File: config.mk
export PLATFORM = sky130hd
export DESIGN_NAME = ahb_bus_arbiter_flat
export DESIGN_NICKNAME = d
export VERILOG_FILES = /design/src/rtl/ahb_bus_arbiter_if.sv /design/src/rtl/ahb_bus_arbiter.sv /design/src/flat_wrapper.sv
export SDC_FILE = /design/constraint.sdc
export NUM_CORES = 1
export LEC_CHECK = 0
export ABC_AREA = 1
export CAP_MARGIN = 20
export CORE_ASPECT_RATIO = 0.9
export CORE_MARGIN = 2
export CORE_UTILIZATION = 55
export CTS_CLUSTER_SIZE = 30
export DETAILED_ROUTE_END_ITERATION = 6
export GPL_TIMING_DRIVEN = 0
export PLACE_DENSITY_LB_ADDON = 0.15
export SLEW_MARGIN = 10
export SYNTH_ARGS = -nofsm -noshare
export SYNTH_HDL_FRONTEND = slang
export SYNTH_SLANG_ARGS = --single-unit
File: constraint.sdc
create_clock -name hclk -period 2.08 [get_ports hclk]
set_input_delay 0.52 -clock hclk [delete_from_list [all_inputs] [get_ports hclk]]
set_output_delay 0.52 -clock hclk [all_outputs]
set_load 0.02 [all_outputs]
File: src/rtl/ahb_bus_arbiter_if.sv
// AHB arbitration bundle: per-manager request/lock lines, the shared-bus
// transfer qualifiers the arbiter observes, and the grant/ownership outputs.
// The slave modport is the arbiter's view; the master modport is the
// requesters'/bus side.
interface ahb_bus_arbiter_if #(
    parameter int NUM_MASTERS   = 4,
    parameter int HMASTER_WIDTH = 4
);
    logic [NUM_MASTERS-1:0]   hbusreq;
    logic [NUM_MASTERS-1:0]   hlock;
    logic [1:0]               htrans;
    logic [2:0]               hburst;
    logic                     hready;
    logic [NUM_MASTERS-1:0]   hgrant;
    logic [HMASTER_WIDTH-1:0] hmaster;
    logic                     hmastlock;

    modport master (
        output hbusreq, hlock, htrans, hburst, hready,
        input  hgrant, hmaster, hmastlock
    );

    modport slave (
        input  hbusreq, hlock, htrans, hburst, hready,
        output hgrant, hmaster, hmastlock
    );
endinterface

File: src/rtl/ahb_bus_arbiter.sv
// Multi-manager AHB arbiter: registered one-hot grant, round-robin fairness,
// burst-aware handover and locked-sequence support. hmaster/hmastlock follow
// the grant once the transfer in flight completes.
// Optional feature macro: AHB_ARB_INCR_TIMEOUT_EN limits how many SEQ beats
// an undefined-length INCR burst may run while other managers are waiting.
module ahb_bus_arbiter #(
    parameter int NUM_MASTERS    = 4,
    parameter int HMASTER_WIDTH  = 4,
    parameter int DEFAULT_MASTER = 0,
    parameter int MAX_INCR_BEATS = 16
) (
    input logic       hclk,
    input logic       hreset,
    ahb_bus_arbiter_if.slave bus
);
    typedef enum logic [1:0] {PARK = 2'd0, OWN = 2'd1, LOCKED = 2'd2} state_t;

    localparam logic [1:0] T_IDLE   = 2'b00;
    localparam logic [1:0] T_NONSEQ = 2'b10;
    localparam logic [1:0] T_SEQ    = 2'b11;
    localparam logic [2:0] B_SINGLE = 3'b000;
    localparam logic [2:0] B_INCR   = 3'b001;
    localparam logic [NUM_MASTERS-1:0] DEFAULT_OH = NUM_MASTERS'(1) << DEFAULT_MASTER;

    state_t                   state, state_nxt;
    logic [NUM_MASTERS-1:0]   grant, grant_nxt;
    logic [HMASTER_WIDTH-1:0] ptr, ptr_nxt;
    logic [3:0]               beat_cnt;
    logic [HMASTER_WIDTH-1:0] hmaster_q;
    logic                     hmastlock_q;
    logic                     owner_req, owner_lock, rearb, force_rearb;
    logic [NUM_MASTERS-1:0]   req_elig, win_oh;
    logic [HMASTER_WIDTH-1:0] win_idx;
    logic                     found;

    function automatic logic [HMASTER_WIDTH-1:0] encode(input logic [NUM_MASTERS-1:0] oh);
        logic [HMASTER_WIDTH-1:0] idx;
        idx = '0;
        for (int i = 0; i < NUM_MASTERS; i++)
            if (oh[i]) idx = HMASTER_WIDTH'(i);
        return idx;
    endfunction

    // Remaining SEQ beats after the NONSEQ of a fixed-length burst (WRAPn/INCRn share a length).
    function automatic logic [3:0] burst_len(input logic [2:0] burst);
        case (burst[2:1])
            2'b00:   return 4'd0;
            2'b01:   return 4'd3;
            2'b10:   return 4'd7;
            default: return 4'd15;
        endcase
    endfunction

    assign owner_req  = |(bus.hbusreq & grant);
    assign owner_lock = |(bus.hlock & grant);

`ifdef AHB_ARB_INCR_TIMEOUT_EN
    localparam int ICW = $clog2(MAX_INCR_BEATS + 1);
    logic [ICW-1:0] incr_cnt;

    assign force_rearb = bus.hready && bus.htrans == T_SEQ && bus.hburst == B_INCR &&
                         incr_cnt >= ICW'(MAX_INCR_BEATS - 1) &&
                         |(bus.hbusreq & ~grant) && state != LOCKED && !owner_lock;

    // Count completed SEQ beats of an undefined-length INCR; restart on any new burst or handover.
    always_ff @(posedge hclk or posedge hreset) begin
        if (hreset) begin
            incr_cnt <= '0;
        end else if (bus.hready) begin
            if (bus.htrans == T_NONSEQ || bus.htrans == T_IDLE || force_rearb)
                incr_cnt <= '0;
            else if (bus.htrans == T_SEQ && bus.hburst == B_INCR &&
                     incr_cnt < ICW'(MAX_INCR_BEATS))
                incr_cnt <= incr_cnt + 1'b1;
        end
    end
`else
    logic unused_max_incr;
    assign unused_max_incr = (MAX_INCR_BEATS > 0);
    assign force_rearb     = 1'b0;
`endif

    assign rearb = bus.hready && (
                       bus.htrans == T_IDLE ||
                       (bus.htrans == T_NONSEQ && bus.hburst == B_SINGLE) ||
                       (bus.htrans == T_SEQ && beat_cnt == 4'd1) ||
                       (bus.hburst == B_INCR && !owner_req) ||
                       force_rearb);

    // A forced handover must not hand the bus straight back to the current owner.
    assign req_elig = force_rearb ? (bus.hbusreq & ~grant) : bus.hbusreq;

    // Round-robin search: nearest requester after the pointer, wrapping, pointer itself last.
    always_comb begin
        win_oh  = '0;
        win_idx = ptr;
        found   = 1'b0;
        for (int j = 0; j < NUM_MASTERS; j++) begin
            if (ptr == HMASTER_WIDTH'(j)) begin
                for (int k = NUM_MASTERS; k >= 1; k--) begin
                    if (req_elig[(j + k) % NUM_MASTERS]) begin
                        win_oh                          = '0;
                        win_oh[(j + k) % NUM_MASTERS]   = 1'b1;
                        win_idx                         = HMASTER_WIDTH'((j + k) % NUM_MASTERS);
                        found                           = 1'b1;
                    end
                end
            end
        end
    end

    // Next grant/state: decisions are only taken at a rearbitration point.
    always_comb begin
        state_nxt = state;
        grant_nxt = grant;
        ptr_nxt   = ptr;
        if (rearb) begin
            if (owner_lock) begin
                state_nxt = LOCKED;
            end else if (found) begin
                grant_nxt = win_oh;
                ptr_nxt   = win_idx;
                state_nxt = OWN;
            end else begin
                grant_nxt = DEFAULT_OH;
                state_nxt = PARK;
            end
        end
    end

    // Arbitration state, grant and round-robin pointer registers.
    always_ff @(posedge hclk or posedge hreset) begin
        if (hreset) begin
            state <= PARK;
            grant <= DEFAULT_OH;
            ptr   <= HMASTER_WIDTH'(DEFAULT_MASTER);
        end else begin
            state <= state_nxt;
            grant <= grant_nxt;
            ptr   <= ptr_nxt;
        end
    end

    // Fixed-length burst beat tracking on completed transfers; BUSY holds.
    always_ff @(posedge hclk or posedge hreset) begin
        if (hreset) begin
            beat_cnt <= 4'd0;
        end else if (bus.hready) begin
            case (bus.htrans)
                T_NONSEQ: beat_cnt <= burst_len(bus.hburst);
                T_SEQ:    if (beat_cnt != 4'd0) beat_cnt <= beat_cnt - 1'b1;
                T_IDLE:   beat_cnt <= 4'd0;
                default:  beat_cnt <= beat_cnt;
            endcase
        end
    end

    // Address-phase ownership follows the grant at the next completed transfer.
    always_ff @(posedge hclk or posedge hreset) begin
        if (hreset) begin
            hmaster_q   <= HMASTER_WIDTH'(DEFAULT_MASTER);
            hmastlock_q <= 1'b0;
        end else if (bus.hready) begin
            hmaster_q   <= encode(grant);
            hmastlock_q <= owner_lock && (state == LOCKED);
        end
    end

    assign bus.hgrant    = grant;
    assign bus.hmaster   = hmaster_q;
    assign bus.hmastlock = hmastlock_q;
endmodule

File: src/flat_wrapper.sv
// flat-port wrapper written by rule: the top's interface ports become plain ports
module ahb_bus_arbiter_flat 
#(
    parameter int NUM_MASTERS    = 4,
    parameter int HMASTER_WIDTH  = 4,
    parameter int DEFAULT_MASTER = 0,
    parameter int MAX_INCR_BEATS = 16
)
  (hclk, hreset, bus_hbusreq, bus_hlock, bus_htrans, bus_hburst, bus_hready, bus_hgrant, bus_hmaster, bus_hmastlock);
  ahb_bus_arbiter_if #(.NUM_MASTERS(NUM_MASTERS), .HMASTER_WIDTH(HMASTER_WIDTH)) bus_i ();
  input logic hclk;
  input logic hreset;
  input wire logic [$bits(bus_i.hbusreq)-1:0] bus_hbusreq;
  input wire logic [$bits(bus_i.hlock)-1:0] bus_hlock;
  input wire logic [$bits(bus_i.htrans)-1:0] bus_htrans;
  input wire logic [$bits(bus_i.hburst)-1:0] bus_hburst;
  input wire logic [$bits(bus_i.hready)-1:0] bus_hready;
  output wire logic [$bits(bus_i.hgrant)-1:0] bus_hgrant;
  output wire logic [$bits(bus_i.hmaster)-1:0] bus_hmaster;
  output wire logic [$bits(bus_i.hmastlock)-1:0] bus_hmastlock;
  assign bus_i.hbusreq = bus_hbusreq;
  assign bus_i.hlock = bus_hlock;
  assign bus_i.htrans = bus_htrans;
  assign bus_i.hburst = bus_hburst;
  assign bus_i.hready = bus_hready;
  assign bus_hgrant = bus_i.hgrant;
  assign bus_hmaster = bus_i.hmaster;
  assign bus_hmastlock = bus_i.hmastlock;
  ahb_bus_arbiter #(.NUM_MASTERS(NUM_MASTERS), .HMASTER_WIDTH(HMASTER_WIDTH), .DEFAULT_MASTER(DEFAULT_MASTER), .MAX_INCR_BEATS(MAX_INCR_BEATS)) u_core (.hclk(hclk), .hreset(hreset), .bus(bus_i));
endmodule
==> metrics.txt <==
status finished clean; H-tree depth 1; Buf+Inv Stages, Crit Path 1; clock-pin slew on the worst setup and hold paths 90 ps; Psw 0.000658 W; Num CTS Buffers 3; post-synth cell types 29; commonest non-fill, non-tap cells in the layout nand2_1 (53), nor2_1 (24), inv_1 (22), clkdlybuf4s50_1 (22), dfrtp_1 (16); first-pass GRT wire length 4.59 mm; Crit Path Class flop to primary output; pwr/cell area 983 nW/µm²; Post-CTS Setup Bufs 0; IO Count 25; Cells after Synth 183; final core utilization 0.709; largest net degree at the start of global routing 18; initial core utilization 0.578; Final Hold Vio Count 0; Hold Worst Slack 484 ps; Worst EP arrival 1470 ps; IO buf count 22; Synth Cell Area 1250 µm²; die area 2670 µm²; Setup WS pre-CTS -38.5 ps; nets 233; residual DRC count 0; register area share after synthesis 0.342; RSZ-0062 raised after global routing false; CP top delay family buffers and inverters; Via Count 1207; most common cell after layout, fill and taps aside nand2_1; CP max stage delay 610 ps; Clock power frac 0.110; Crit-path slowest cell clkdlybuf4s50_1; Max transition margin 0.591; CP Launch Type flop; TritonCTS clock tree built; # diodes 0; Starting DRT DRC Count 27; crit end category primary output; vias in the first global route 1108; Die Width 54.2 µm; crit path cell chain clkdlybuf4s50_1; Synth Warn # 0; HPWL after DPL 2.13 mm; post-cts gate resize count 0; clock skew 11.5 ps; core area 2160 µm²; maximum vdd drop 0.000737 V; Antenna Violating Nets Remaining 0; Initial DRT Pass Iterations 4; critical path fanouts, max 4; Final Worst Setup Slack 87.9 ps; #FFs+latches synth 17; leakage 0.780 nW; total grt overflow 0; Setup violations, final 0; initial antenna violation count 0; chip height 49.2 µm; drt wl/cell 10.9 µm; routability cong. 0.970; min Tclk post-route 1990 ps; final WL 2.59 mm; placed cell areas 1510 µm²; vias per inst 5.09; Sw Share 0.436; CTS max path bufs 2; Placed Cells 233; Stages on worst setup path 1; Root Driver clkbuf_4; Hold-fix buffers, CTS 0; CP required 1560 ps; Skew-Pair Late Insertion Delay 280 ps; clk sinks 17; post-synthesis area per instance 6.82 µm²; Pint 0.000850 W; fmax 502 MHz; share of layout cells above drive strength 1 0.100; Gate power share 0.528; Pins Over Slew Limit 0; max cap viols 0; worst hold-check path type flop to flop; Area growth syn-to-layout 22.7%; Non-Filler Instances 237; actual slew at the worst max-slew pin 613 ps; period utilization 0.958; sequential cell fraction of total power 0.362; Worst Hold Depth 1; Finished Cell Area 1530 µm²; R2R cell count 7; gr usage total 0.226; # rows 16
-- routing by layer --
layer	routed length, µm	GRT usage	up-vias
met2	1200	0.351	23
met1	1260	0.314	550
met4	13	0.0500	0
li1	-	-	632
met5	0	0	-
met3	118	0.0583	2
-- final cells by class --
class	count	area [µm²]
tap	27	33.8
timing repair buffer	22	220
inverter	28	108
clock buffer	4	26.3
multi-input combinational	135	691
sequential	17	427
buffer	4	27.5
fill	201	629
-- cells in the mapped netlist --
library cell,n,area share
inv_1,22,0.066
o21ai_0,12,0.048
buf_4,2,0.012
a31oi_1,2,0.010
inv_2,4,0.012
nand3_1,8,0.032
o31ai_1,1,0.0060
conb_1,1,0.0030
nor2_8,1,0.016
nor3_1,1,0.0040
dlygate4sd1_1,1,0.0070
inv_4,1,0.0050
nor3b_1,1,0.0060
o21ai_1,2,0.0080
nor2_2,4,0.020
nor3_4,1,0.013
dfstp_2,1,0.021
nand4_1,2,0.010
clkbuf_1,1,0.0030
a21oi_1,9,0.036
dfrtp_1,16,0.32
a32o_1,1,0.0080
clkinv_1,1,0.0030
nand2_1,53,0.16
nand4_4,1,0.017
ha_1,6,0.060
o21bai_1,1,0.0060
nor2_1,24,0.072
nand2_2,3,0.015
-- stage by stage --
| stage | setup TNS [ps] | power, W |
|---|---|---|
| floorplan | 0 | 0.00108 |
| global placement | -5.65 | 0.00133 |
| detailed placement | -77.8 | 0.00135 |
| CTS | 0 | 0.00152 |
| global route | 0 | 0.00166 |
| finish | 0 | 0.00151 |
-- power groups by stage --
stage	Clock, W	Combinational (W)	Sequential (W)
floorplan	0	0.000475	0.000604
global placement	0	0.000778	0.000547
detailed placement	0	0.000798	0.000552
CTS	0.000177	0.000802	0.000546
global route	0.000187	0.000905	0.000565
finish	0.000166	0.000795	0.000546
-- worst paths after layout --
kind                                 endpoint  slack (ps)                 start
min                             u_core.ptr[3]         480         u_core.ptr[3]
max                             bus_hgrant[0]          90  u_core.bus.hgrant[0]
max reg2reg                u_core.beat_cnt[0]         620    u_core.beat_cnt[0]
min in group asynchronous     u_core.state[1]         600                hreset
min reg2reg                     u_core.ptr[3]         480         u_core.ptr[3]
max in group asynchronous     u_core.state[0]        1080                hreset
-- registers in the layout, summed over array words and instances, names as in the netlist --
| signal | cells |
|---|---|
| u_core.bus.hmaster | 2 |
| u_core.bus.hgrant | 4 |
| u_core.ptr | 4 |
| u_core.state | 2 |
| u_core.beat_cnt | 4 |
| u_core.bus.hmastlock | 1 |
-- worst reg2reg max path: stages (launching register included) --
cell and delay (ps):
dfrtp_1 420, inv_1 110, ha_1 150, inv_1 50, nor3_1 340, nor3_4 110, nand2_1 80, o21ai_0 90
-- cells by family after synthesis --
| kind of cell | share of synthesized area |
|---|---|
| DFF | 0.342 |
| adders and majority gates | 0.0601 |
| AOI/OAI and AO/OA | 0.122 |
| other | 0.00300 |
| and+or+nand+nor | 0.365 |
| buffers and inverters | 0.108 |
Power figures use the tool's default switching activity.
